**src/rtl/r200_pkg.sv**
```systemverilog
// r200_pkg: shared decode/execute definitions for the R200 pipeline.
// Holds opcode constants, operand-2 select and writeback select encodings,
// the decoded control bundle, and the opcode-to-control decode function.
package r200_pkg;

    localparam logic [6:0] OPC_LUI    = 7'b0110111;
    localparam logic [6:0] OPC_AUIPC  = 7'b0010111;
    localparam logic [6:0] OPC_OP     = 7'b0110011;
    localparam logic [6:0] OPC_OPIMM  = 7'b0010011;
    localparam logic [6:0] OPC_LOAD   = 7'b0000011;
    localparam logic [6:0] OPC_STORE  = 7'b0100011;
    localparam logic [6:0] OPC_BRANCH = 7'b1100011;
    localparam logic [6:0] OPC_JAL    = 7'b1101111;
    localparam logic [6:0] OPC_JALR   = 7'b1100111;

    // Operand 2 source
    typedef enum logic [2:0] {
        OP2_RS2  = 3'd0,
        OP2_IMMI = 3'd1,
        OP2_IMMS = 3'd2,
        OP2_PC4  = 3'd3,
        OP2_PC   = 3'd4
    } op2sel_e;

    // Writeback source seen by execute: ALU result, memory, link (op2 = pc+4), op1 pass-through
    typedef enum logic [1:0] {
        WB_ALU  = 2'd0,
        WB_MEM  = 2'd1,
        WB_LINK = 2'd2,
        WB_OP1  = 2'd3
    } wbsel_e;

    typedef struct packed {
        logic    legal;
        logic    rs1_used;
        logic    rs2_used;
        logic    rs2_lo;     // rs2 index taken from instrn[11:7]
        logic    op1_uimm;
        op2sel_e op2sel;
        wbsel_e  wbsel;
        logic    regwr;
        logic    memwr;
        logic    funcsel;    // 1: funct3 selects the ALU function, 0: plain add
        logic    alu_cont;   // sub / arithmetic-shift modifier
        logic    isbr;
        logic    willjmp;
        logic    link;       // rd forced to x1
    } ctrl_t;

    // Opcode-level control decode; register-range legality is checked by the caller.
    function automatic ctrl_t decode_ctrl(input logic [31:0] instrn);
        ctrl_t c;
        c        = '0;
        c.op2sel = OP2_RS2;
        c.wbsel  = WB_ALU;
        case (instrn[6:0])
            OPC_LUI: begin
                c.legal = 1'b1; c.regwr = 1'b1; c.op1_uimm = 1'b1;
                c.op2sel = OP2_PC4; c.wbsel = WB_OP1;
            end
            OPC_AUIPC: begin
                c.legal = 1'b1; c.regwr = 1'b1; c.op1_uimm = 1'b1;
                c.op2sel = OP2_PC;
            end
            OPC_OP: begin
                c.legal = 1'b1; c.regwr = 1'b1; c.rs1_used = 1'b1; c.rs2_used = 1'b1;
                c.funcsel = 1'b1; c.alu_cont = instrn[30];
            end
            OPC_OPIMM: begin
                c.legal = 1'b1; c.regwr = 1'b1; c.rs1_used = 1'b1;
                c.op2sel = OP2_IMMI; c.funcsel = 1'b1;
                c.alu_cont = (instrn[14:12] == 3'b101) & instrn[30];
            end
            OPC_LOAD: begin
                c.legal = 1'b1; c.regwr = 1'b1; c.rs1_used = 1'b1;
                c.op2sel = OP2_IMMI; c.wbsel = WB_MEM;
            end
            OPC_STORE: begin
                c.legal = 1'b1; c.memwr = 1'b1; c.rs1_used = 1'b1; c.rs2_used = 1'b1;
                c.rs2_lo = 1'b1; c.op2sel = OP2_IMMS;
            end
            OPC_BRANCH: begin
                c.legal = 1'b1; c.isbr = 1'b1; c.rs1_used = 1'b1; c.rs2_used = 1'b1;
                c.rs2_lo = 1'b1;
            end
            OPC_JAL: begin
                c.legal = 1'b1; c.regwr = 1'b1; c.willjmp = 1'b1; c.link = 1'b1;
                c.op2sel = OP2_PC4; c.wbsel = WB_LINK;
            end
            OPC_JALR: begin
                c.legal = 1'b1; c.regwr = 1'b1; c.willjmp = 1'b1; c.link = 1'b1;
                c.rs1_used = 1'b1; c.op2sel = OP2_PC4; c.wbsel = WB_LINK;
            end
            default: c.legal = 1'b0;
        endcase
        return c;
    endfunction

endpackage

```
**src/rtl/r200_regfile.sv**
```systemverilog
// r200_regfile: NREG x XLEN register file, two combinational read ports,
// one synchronous write port. x0 reads zero and ignores writes.
// Ports: clk, rst (sync, active-high, clears all registers),
//        wb_en_i/wb_addr_i/wb_data_i write port,
//        ra1_i/rd1_o and ra2_i/rd2_o read ports.
module r200_regfile #(
    parameter int unsigned XLEN   = 32,
    parameter int unsigned NREG   = 32,
    parameter int unsigned BYPASS = 1,
    localparam int unsigned AW    = $clog2(NREG)
) (
    input  logic            clk,
    input  logic            rst,
    input  logic            wb_en_i,
    input  logic [AW-1:0]   wb_addr_i,
    input  logic [XLEN-1:0] wb_data_i,
    input  logic [AW-1:0]   ra1_i,
    output logic [XLEN-1:0] rd1_o,
    input  logic [AW-1:0]   ra2_i,
    output logic [XLEN-1:0] rd2_o
);

    logic [XLEN-1:0] regs_q [NREG];

    // Storage; reset wins over writeback
    always_ff @(posedge clk) begin
        if (rst) begin
            for (int i = 0; i < int'(NREG); i++) begin
                regs_q[i] <= '0;
            end
        end else if (wb_en_i && (wb_addr_i != '0)) begin
            regs_q[wb_addr_i] <= wb_data_i;
        end
    end

    // Read ports with optional same-cycle write-through
    always_comb begin
        rd1_o = regs_q[ra1_i];
        rd2_o = regs_q[ra2_i];
        if ((BYPASS != 0) && wb_en_i && (wb_addr_i == ra1_i)) rd1_o = wb_data_i;
        if ((BYPASS != 0) && wb_en_i && (wb_addr_i == ra2_i)) rd2_o = wb_data_i;
        if (ra1_i == '0) rd1_o = '0;
        if (ra2_i == '0) rd2_o = '0;
    end

endmodule

```
**src/rtl/r200_id_stage.sv**
```systemverilog
// r200_id_stage: R200 instruction decode stage with register file read,
// load-use hazard detection and a one-entry registered output towards execute.
// Ports: clk, rst (sync, active-high); in_valid/in_ready/in_instrn/in_pc from fetch;
//        wb_en/wb_addr/wb_data writeback; ex_isload/ex_rd load in execute; flush;
//        out_valid/ex_ready handshake plus registered operand and control outputs.
module r200_id_stage
    import r200_pkg::*;
#(
    parameter int unsigned XLEN   = 32,
    parameter int unsigned NREG   = 32,
    parameter int unsigned BYPASS = 1,
    localparam int unsigned AW    = $clog2(NREG)
) (
    input  logic            clk,
    input  logic            rst,
    input  logic            in_valid,
    output logic            in_ready,
    input  logic [31:0]     in_instrn,
    input  logic [XLEN-1:0] in_pc,
    input  logic            wb_en,
    input  logic [AW-1:0]   wb_addr,
    input  logic [XLEN-1:0] wb_data,
    input  logic            ex_isload,
    input  logic [AW-1:0]   ex_rd,
    input  logic            flush,
    output logic            out_valid,
    input  logic            ex_ready,
    output logic [XLEN-1:0] out_op1,
    output logic [XLEN-1:0] out_op2,
    output logic [XLEN-1:0] out_rs2o,
    output logic [XLEN-1:0] out_brtarg,
    output logic [AW-1:0]   out_rdaddr,
    output logic            out_regwr,
    output logic            out_memwr,
    output logic            out_funcsel,
    output logic            out_alu_cont,
    output logic            out_isbr,
    output logic            out_willjmp,
    output logic            out_illegal,
    output logic [1:0]      out_wbsel
);

    ctrl_t           ctrl_c;
    logic [4:0]      rs1_f_c, rs2_f_c, rd_f_c;
    logic [AW-1:0]   rs1_a_c, rs2_a_c, rd_a_c;
    logic [XLEN-1:0] rdata1_c, rdata2_c;
    logic [XLEN-1:0] imm_i_c, imm_s_c, imm_b_c, imm_j_c, imm_u_c, pc4_c;
    logic [XLEN-1:0] op1_c, op2_c, brtarg_c;
    logic            range_bad_c, illegal_c, hazard_c, accept_c;

    function automatic logic idx_ok(input logic [4:0] f);
        return 32'(f) < NREG;
    endfunction

    assign ctrl_c = decode_ctrl(in_instrn);

    // Register indices; link instructions always write x1
    assign rs1_f_c = in_instrn[19:15];
    assign rs2_f_c = ctrl_c.rs2_lo ? in_instrn[11:7] : in_instrn[24:20];
    assign rd_f_c  = in_instrn[11:7];
    assign rs1_a_c = rs1_f_c[AW-1:0];
    assign rs2_a_c = rs2_f_c[AW-1:0];
    assign rd_a_c  = ctrl_c.link ? AW'(1) : rd_f_c[AW-1:0];

    // Only fields the instruction actually uses can make it illegal
    assign range_bad_c = (ctrl_c.rs1_used & ~idx_ok(rs1_f_c))
                       | (ctrl_c.rs2_used & ~idx_ok(rs2_f_c))
                       | (ctrl_c.regwr & ~ctrl_c.link & ~idx_ok(rd_f_c));
    assign illegal_c   = ~ctrl_c.legal | range_bad_c;

    r200_regfile #(
        .XLEN   (XLEN),
        .NREG   (NREG),
        .BYPASS (BYPASS)
    ) u_regfile (
        .clk       (clk),
        .rst       (rst),
        .wb_en_i   (wb_en),
        .wb_addr_i (wb_addr),
        .wb_data_i (wb_data),
        .ra1_i     (rs1_a_c),
        .rd1_o     (rdata1_c),
        .ra2_i     (rs2_a_c),
        .rd2_o     (rdata2_c)
    );

    // Sign-extended immediates
    assign imm_i_c = XLEN'($signed(in_instrn[31:20]));
    assign imm_s_c = XLEN'($signed({in_instrn[31:25], in_instrn[11:7]}));
    assign imm_b_c = XLEN'($signed({in_instrn[31], in_instrn[7], in_instrn[30:25],
                                    in_instrn[11:8], 1'b0}));
    assign imm_j_c = XLEN'($signed({in_instrn[31], in_instrn[19:12], in_instrn[20],
                                    in_instrn[30:21], 1'b0}));
    assign imm_u_c = XLEN'($signed({in_instrn[31:12], 12'b0}));
    assign pc4_c   = in_pc + XLEN'(4);

    // Operand and target selection; JAL/JALR targets share the brtarg output
    always_comb begin
        op1_c = ctrl_c.op1_uimm ? imm_u_c : rdata1_c;
        case (ctrl_c.op2sel)
            OP2_IMMI: op2_c = imm_i_c;
            OP2_IMMS: op2_c = imm_s_c;
            OP2_PC4:  op2_c = pc4_c;
            OP2_PC:   op2_c = in_pc;
            default:  op2_c = rdata2_c;
        endcase
        if (ctrl_c.link && ctrl_c.rs1_used) brtarg_c = rdata1_c + imm_i_c;
        else if (ctrl_c.link)               brtarg_c = in_pc + imm_j_c;
        else                                brtarg_c = in_pc + imm_b_c;
    end

    // Load-use hazard against the load sitting in execute
    assign hazard_c = ex_isload && (ex_rd != '0)
                   && ((ctrl_c.rs1_used && (ex_rd == rs1_a_c))
                    || (ctrl_c.rs2_used && (ex_rd == rs2_a_c)));

    assign in_ready = ~rst & (flush | ((~out_valid | ex_ready) & ~hazard_c));
    assign accept_c = in_valid & in_ready & ~flush;

    // Output register: reset > flush > accept > drain
    always_ff @(posedge clk) begin
        if (rst) begin
            out_valid    <= 1'b0;
            out_op1      <= '0;
            out_op2      <= '0;
            out_rs2o     <= '0;
            out_brtarg   <= '0;
            out_rdaddr   <= '0;
            out_regwr    <= 1'b0;
            out_memwr    <= 1'b0;
            out_funcsel  <= 1'b0;
            out_alu_cont <= 1'b0;
            out_isbr     <= 1'b0;
            out_willjmp  <= 1'b0;
            out_illegal  <= 1'b0;
            out_wbsel    <= 2'b00;
        end else if (flush) begin
            out_valid <= 1'b0;
        end else if (accept_c) begin
            out_valid    <= 1'b1;
            out_op1      <= op1_c;
            out_op2      <= op2_c;
            out_rs2o     <= rdata2_c;
            out_brtarg   <= brtarg_c;
            out_rdaddr   <= rd_a_c;
            out_regwr    <= ctrl_c.regwr & ~illegal_c;
            out_memwr    <= ctrl_c.memwr & ~illegal_c;
            out_funcsel  <= ctrl_c.funcsel;
            out_alu_cont <= ctrl_c.alu_cont;
            out_isbr     <= ctrl_c.isbr & ~illegal_c;
            out_willjmp  <= ctrl_c.willjmp & ~illegal_c;
            out_illegal  <= illegal_c;
            out_wbsel    <= 2'(ctrl_c.wbsel);
        end else if (ex_ready) begin
            out_valid <= 1'b0;
        end
    end

endmodule

```
**config.mk**
```make
export PLATFORM = sky130hd
export DESIGN_NAME = r200_id_stage
export DESIGN_NICKNAME = d
export VERILOG_FILES = /design/src/rtl/r200_pkg.sv /design/src/rtl/r200_regfile.sv /design/src/rtl/r200_id_stage.sv
export SDC_FILE = /design/constraint.sdc
export NUM_CORES = 2
export LEC_CHECK = 0
export CORE_UTILIZATION = 60
export DETAILED_ROUTE_END_ITERATION = 8
export GPL_TIMING_DRIVEN = 0
export PLACE_DENSITY_LB_ADDON = 0.1
export SYNTH_ARGS = -nofsm -noshare
export SYNTH_HDL_FRONTEND = slang
export SYNTH_HIERARCHICAL = 1
export SYNTH_SLANG_ARGS = --single-unit
```
**constraint.sdc**
```tcl
create_clock -name clk -period 13.7 [get_ports clk]
set_input_delay 2.055 -clock clk [delete_from_list [all_inputs] [get_ports clk]]
set_output_delay 2.055 -clock clk [all_outputs]
set_load 0.01 [all_outputs]
```
; Yosys cells after proc, flatten, opt, wreduce, memory -nomap -nowiden
; Memory sizes are Yosys's and may differ from the RTL's.
; Index checks and enable logic that the tools add are counted.
[op_classes]
add_sub_neg = 4
eq_ne = 18
n_mux = 32
n_bitwise = 16
reduce_logical = 26
[op_table]
columns = cell, count
row1 = $mux W32, 8
row2 = $pmux W32 S4, 1
row3 = $add A32 B32 Y32, 3
row4 = $add A32 B3 Y32 const B, 1
row5 = $reduce_or A32 Y1, 1
row6 = $eq A7 B6 Y1 const B, 3
row7 = $eq A7 B7 Y1 const B, 3
row8 = $eq A5 B5 Y1, 4
row9 = $mux W1, 16
row10 = $mux W5, 3
row11 = $eq A7 B5 Y1 const B, 2
row12 = $pmux W3 S4, 1
row13 = $logic_not A5 Y1, 2
row14 = $reduce_bool A5 Y1, 2
row15 = $reduce_or A2 Y1, 5
row16 = $and A1 B1 Y1, 9
row17 = $reduce_or A9 Y1, 1
row18 = $logic_and A1 B1 Y1, 8
row19 = $eq A7 B2 Y1 const B, 1
row20 = $reduce_or A7 Y1, 1
row21 = $eq A3 B2 Y1 const B, 2
row22 = $eq A3 B3 Y1 const B, 2
row23 = $pmux W2 S3, 1
row24 = $reduce_or A3 Y1, 2
row25 = other kinds (9), 14
[word_totals]
reg_bits = 143
ramBits = 1024
out_inout_bits = 144
wordCells = 111
n_memories = 1
[mem_list]
columns = name, depth, width, rd, rd_clocked_by_memory_dff, write_ports, line_no
row1 = u_regfile.regs_q, 32, 32, 2, 0, 32, r200_regfile.sv:23  ; logic [XLEN-1:0] regs_q [NREG];

; Longest topological paths before layout
[depth]
word_depth = 15
depth_mapped = 22
depth_no_buf = 18

; Cells and area by module
; The synthesis kept the hierarchy.
[modules_own_cells]
columns = mod, n_inst, cells_per_inst, area_per_inst_um2
row1 = r200_regfile, 1, 3804, 55094.1
row2 = r200_id_stage, 1, 1338, 10069.7

; Least setup slack after synthesis
; No wires, ideal clock.
[synth_timing]
kind = input port to flip-flop
from = input in_instrn[15]
to = register out_brtarg[30]
setup_ps = 125
arrival_time_ps = 5887
path_slack_ps = 7688
path_stages = 18
cell_sequence = buf_4 -> buf_4 -> buf_2 -> mux4_2 -> a22oi_1 -> nand2_1 -> a32o_1 -> ha_1 -> and4_1 -> a221oi_1 -> o21ai_0 -> a31oi_1 -> o31a_1 -> a21oi_1 -> a31o_2 -> a31oi_1 -> xor2_1 -> o21ai_0
[synth_via]
word_cells_on_any_way = 21
[synth_lines]
columns = item, line_no
row1 = start: declaration, r200_id_stage.sv:18  ; input logic [31:0] in_instrn,
row2 = "parallel branches: the longest is 3 deep, another holds $mem_v2 Z32 W32", n/a
row3 = $mux W32 *, r200_regfile.sv:42  ; if (ra1_i == '0) rd1_o = '0;
row4 = net rdata1_c[9], r200_id_stage.sv:46  ; logic [XLEN-1:0] rdata1_c, rdata2_c;
row5 = $add A32 B32 Y32 *, r200_id_stage.sv:107  ; if (ctrl_c.link && ctrl_c.rs1_used) brtarg_c = rdata1_c + imm_i_c;
row6 = $mux W32 *, r200_id_stage.sv:107
row7 = end signal: assignment, r200_id_stage.sv:144  ; out_brtarg <= brtarg_c;
row8 = end: declaration, r200_id_stage.sv:31  ; output logic [XLEN-1:0] out_brtarg,
; Mark *: on every way through the listed nets, which the timed path passes.
; A chain may end at the register's enable or synchronous reset.

; Worst setup path after layout
[layout_timing]
from = input in_instrn[16]
to = register out_brtarg[17]
; Same word-level chain as after synthesis.

==> summary.txt <==
Clock network
  – Root Driver: clkbuf_16
  – PostCTS Resize Cnt: 0
  – Htree depth: 3
  – Hold_buf cts: 0
  – Bufs on Longest Clock Path: 3
  – CTS tree: yes
  – Post-CTS setup buffers: 0
  – Clk_lat worst skew: 0.79 ns
  – TritonCTS Sinks: 1,167
  – CTS buffer count: 120
  – Worst-path clk slew: 0.06 ns

Finish
  – Filler cell count: 7,632
  – Area delta synth->final: 12.71%
  – Layout Nets: 5,725
  – Final core occ: 68.42%
  – Multi-input logic area: 0.02929 sq mm
  – Share of layout cells above drive strength 1: 14.24%
  – Register Area: 0.03361 sq mm

Setup path
  – Top Family by Delay on Critical Path: compound AO/OA/AOI/OAI gates
  – Crit Path Max Fanout: 10
  – Startpoint Class: input port
  – Crit path buffers/inverters: 4
  – Slowest cell on crit path: clkbuf_1
  – Setup crit end kind: flip-flop
  – Crit Path Category: input port to flip-flop
  – Req. time, crit path: 14.40 ns
  – R2R depth: 14
  – Arr. time, crit path: 10.84 ns
  – R2r setup slk: 7.82 ns
  – CP Cell Sequence: clkdlybuf4s50_1, buf_2, or3b_2, clkbuf_1, clkbuf_1, o22ai_1, a211oi_1, o21ai_0, a32o_1, ha_1, a21oi_1, o211ai_1, a21oi_1, o21ai_0, a21oi_1, nor2b_1, o32a_1, o21ai_0, a21o_1
  – R2r startpoint: u_regfile/regs_q[15][11]
  – Reg2Reg Capture Point: out_brtarg[17]
  – Max stage delay on crit path: 1.19 ns

Synthesis
  – Post-synth top area share: 47.19%
  – Yosys cell types: 85
  – Post-synth ARST share: 0%
  – Number of synthesized flops with an enable pin: 1,024
  – Ranking of synthesized cells by area: edfxtp_1, mux4_2, and2_1
  – Synth Flop Type: edfxtp_1
  – Mapped Avg Cell Area: 12.67 sq um
  – Synthesized area: 0.06516 sq mm
  – Sequential area share after synthesis: 51.58%
  – Yosys warns: 6
  – Yosys reg bits: 1,167
  – Leading area contributor after synthesis: edfxtp_1
  – Post-Syn Instances: 5,142

STA
  – Final setup viols: 0
  – RSZ-0062 raised after global routing: no
  – Crit path time final: 10.14 ns
  – Final hold vios: 0
  – Final Cycle Share: 74.02%
  – Relative slew slack: -15.41%
  – Pins Over Slew Limit: 43
  – Actual slew at the worst max-slew pin: 1.725 ns
  – Final Hold Slack: 0.4513 ns
  – Final setup TNS: 0 ns
  – Max Freq: 98.61 MHz
  – Worst Clk Skew: 0.04963 ns

Hold path
  – HP Class: flip-flop to flip-flop
  – Hold path start: out_op2[15]
  – Min-Delay Path Depth: 2
  – Hold EP: out_op2[15]

Power and ir drop
  – Max VDD drop: 0.1363 mV
  – Power Density: 124.0 mW/mm^2
  – Pwr Total: 0.009109 W
  – Pleak: 26.02 nW

Job
  – Maxcap violations: 5

Detailed routing
  – Met1 wire length: 89,470 microns
  – Top sig layer: met5
  – Detail Route Antenna Nets: 0
  – Met3 wire len: 46,850 microns
  – Met2 Wirelength: 124,500 microns
  – Vias after detailed routing: 53,060
  – DR pass1 iterations: 9
  – Routed wire length: 298,400 microns
  – DRT iter0 DRCs: 8,989
  – Vias per inst: 7.507
  – Drc violations: 0
  – Wire length per cell: 42.23 microns

Status
  – Violated checks: max-capacitance violations, max-slew violations
  – Status: finished with violations

Floorplanning
  – Row count: 120
  – Die Y: 331.6 microns
  – Die area: 0.1099 sq mm
  – Core area: 0.1074 sq mm
  – IO Pins: 257
  – Die X: 331.6 microns
  – Starting Density: 60.70%

Placement
  – RD Place Congestion: 1.110
  – DP HPWL: 214,800 microns
  – Number of port buffers: 250

Global route
  – Initial antenna violation count: 20
  – Global-route wire length before repair: 398,600 microns
  – Aggregate global-route resource usage: 53.56%
  – Largest net degree at the start of global routing: 38
  – Congestion Overflow GR: 0
  – Vias in the first global route: 49,940
-- per-layer routing --
layer  track usage, %  vias to the layer above
met1            59.27                    25900
met2            76.48                     5336
met4            53.73                       10
met5          0.04342                        -
met3            22.39                     1493
li1                 -                    20320
-- worst register-to-register path: stages (launching register included) --
cell and delay [ns]:
edfxtp_1 0.41, mux4_2 0.54, a211oi_1 0.84, o21ai_0 0.35
a32o_1 0.57, ha_1 0.47, a21oi_1 0.29, o211ai_1 0.20
a21oi_1 0.25, o21ai_0 0.12, a21oi_1 0.37, nor2b_1 0.11
o32a_1 0.36, o21ai_0 0.70, a21o_1 0.22
-- flip-flops by register name, summed over array words and instances (netlist names), 2 cells and up --
register	cells
out_op1	32
u_regfile/regs_q	1024
out_brtarg	32
out_op2	32
out_rs2o	32
out_rdaddr	5
out_wbsel	2
-- per-stage QoR --
| stage | worst slack (ns) | std cells | cell area (sq um) |
|---|---|---|---|
| after detailed placement | 4.178 | 6828 | 69580 |
| after global placement | 4.102 | 6826 | 69540 |
| after global routing | 4.136 | 7051 | 73410 |
| after floorplan | 7.688 | 5173 | 65280 |
| after CTS | 4.911 | 7050 | 73390 |
| final | 3.559 | 7068 | 73450 |
-- report_power, final --
part	internal, W	switching (W)	leakage [nW]
Sequential	0.00407	0.000114	10.9
Clock	0.00175	0.00148	1.84
Combinational	0.000564	0.00114	13.3
-- kinds of logic (layout without fill, tap and decap cells) --
| group | count (synthesis) | after routing | synth area share [%] |
|---|---|---|---|
| AO/OA/AOI/OAI | 881 | 881 | 9.583 |
| XOR/XNOR | 72 | 72 | 0.9677 |
| adder cells (fa/ha/maj) | 64 | 64 | 1.252 |
| buffers and inverters | 505 | 980 | 3.669 |
| flip-flops | 1167 | 1167 | 51.58 |
| multiplexers | 705 | 705 | 18.10 |
| other | 1 | 49 | 0.005755 |
| AND/OR/NAND/NOR | 1747 | 1747 | 14.84 |
-- cells in the mapped netlist, drive strengths merged (49+ instances only) --
| master | number |
|---|---|
| ha | 62 |
| nand2 | 307 |
| clkbuf | 344 |
| nor2 | 165 |
| a22oi | 128 |
| and2 | 1002 |
| a21oi | 162 |
| buf | 145 |
| a211oi | 63 |
| mux2i | 310 |
| o21ai | 182 |
| edfxtp | 1024 |
| nand3 | 78 |
| o221ai | 49 |
| dfxtp | 143 |
| mux4 | 376 |
-- cells in the final DEF (no fill, tap or decap), types with 19 or more instances in the layout --
cell and count:
edfxtp_1 1024, and2_1 1000, mux4_2 376, clkbuf_1 368, mux2i_1 310, nand2_1 307
clkdlybuf4s50_1 249, o21ai_0 165, nor2_1 165, a21oi_1 162, dfxtp_1 143, a22oi_1 128
clkbuf_16 120, buf_2 86, nand3_1 78, ha_1 62, a211oi_1 61, o221ai_1 49
o22ai_1 45, a21o_1 41, nor3_1 39, xnor2_1 38, or2_2 35, xor2_1 34
a32o_1 32, conb_1 32, buf_6 30, nor2b_1 28, a311oi_2 26, clkinv_1 21
a221o_1 20, clkinv_2 19
-- area by class of cell --
type                       count  area share [%]
timing repair buffer         253           3.458
clock buffer                 159           4.375
inverter                      16         0.08177
sequential                  1167           45.76
clock inverter                63          0.8092
antenna                       17         0.05792
tap                         1403           2.390
multi-input combinational   3501           39.87
buffer                       489           3.191
-- worst max path at each step --
stage	from	endpoint	slack, ns	cells after the start
2_1_floorplan	in_instrn[15]	out_brtarg[30]	7.69	18
3_3_place_gp	in_instrn[17]	out_brtarg[28]	4.10	21
3_5_place_dp	in_instrn[18]	out_brtarg[28]	4.18	21
4_1_cts	in_instrn[18]	out_brtarg[28]	4.91	21
5_1_grt	in_instrn[16]	out_brtarg[28]	4.14	20
6_report	in_instrn[16]	out_brtarg[17]	3.56	19
Note: power is estimated with default switching activity, not from simulation.
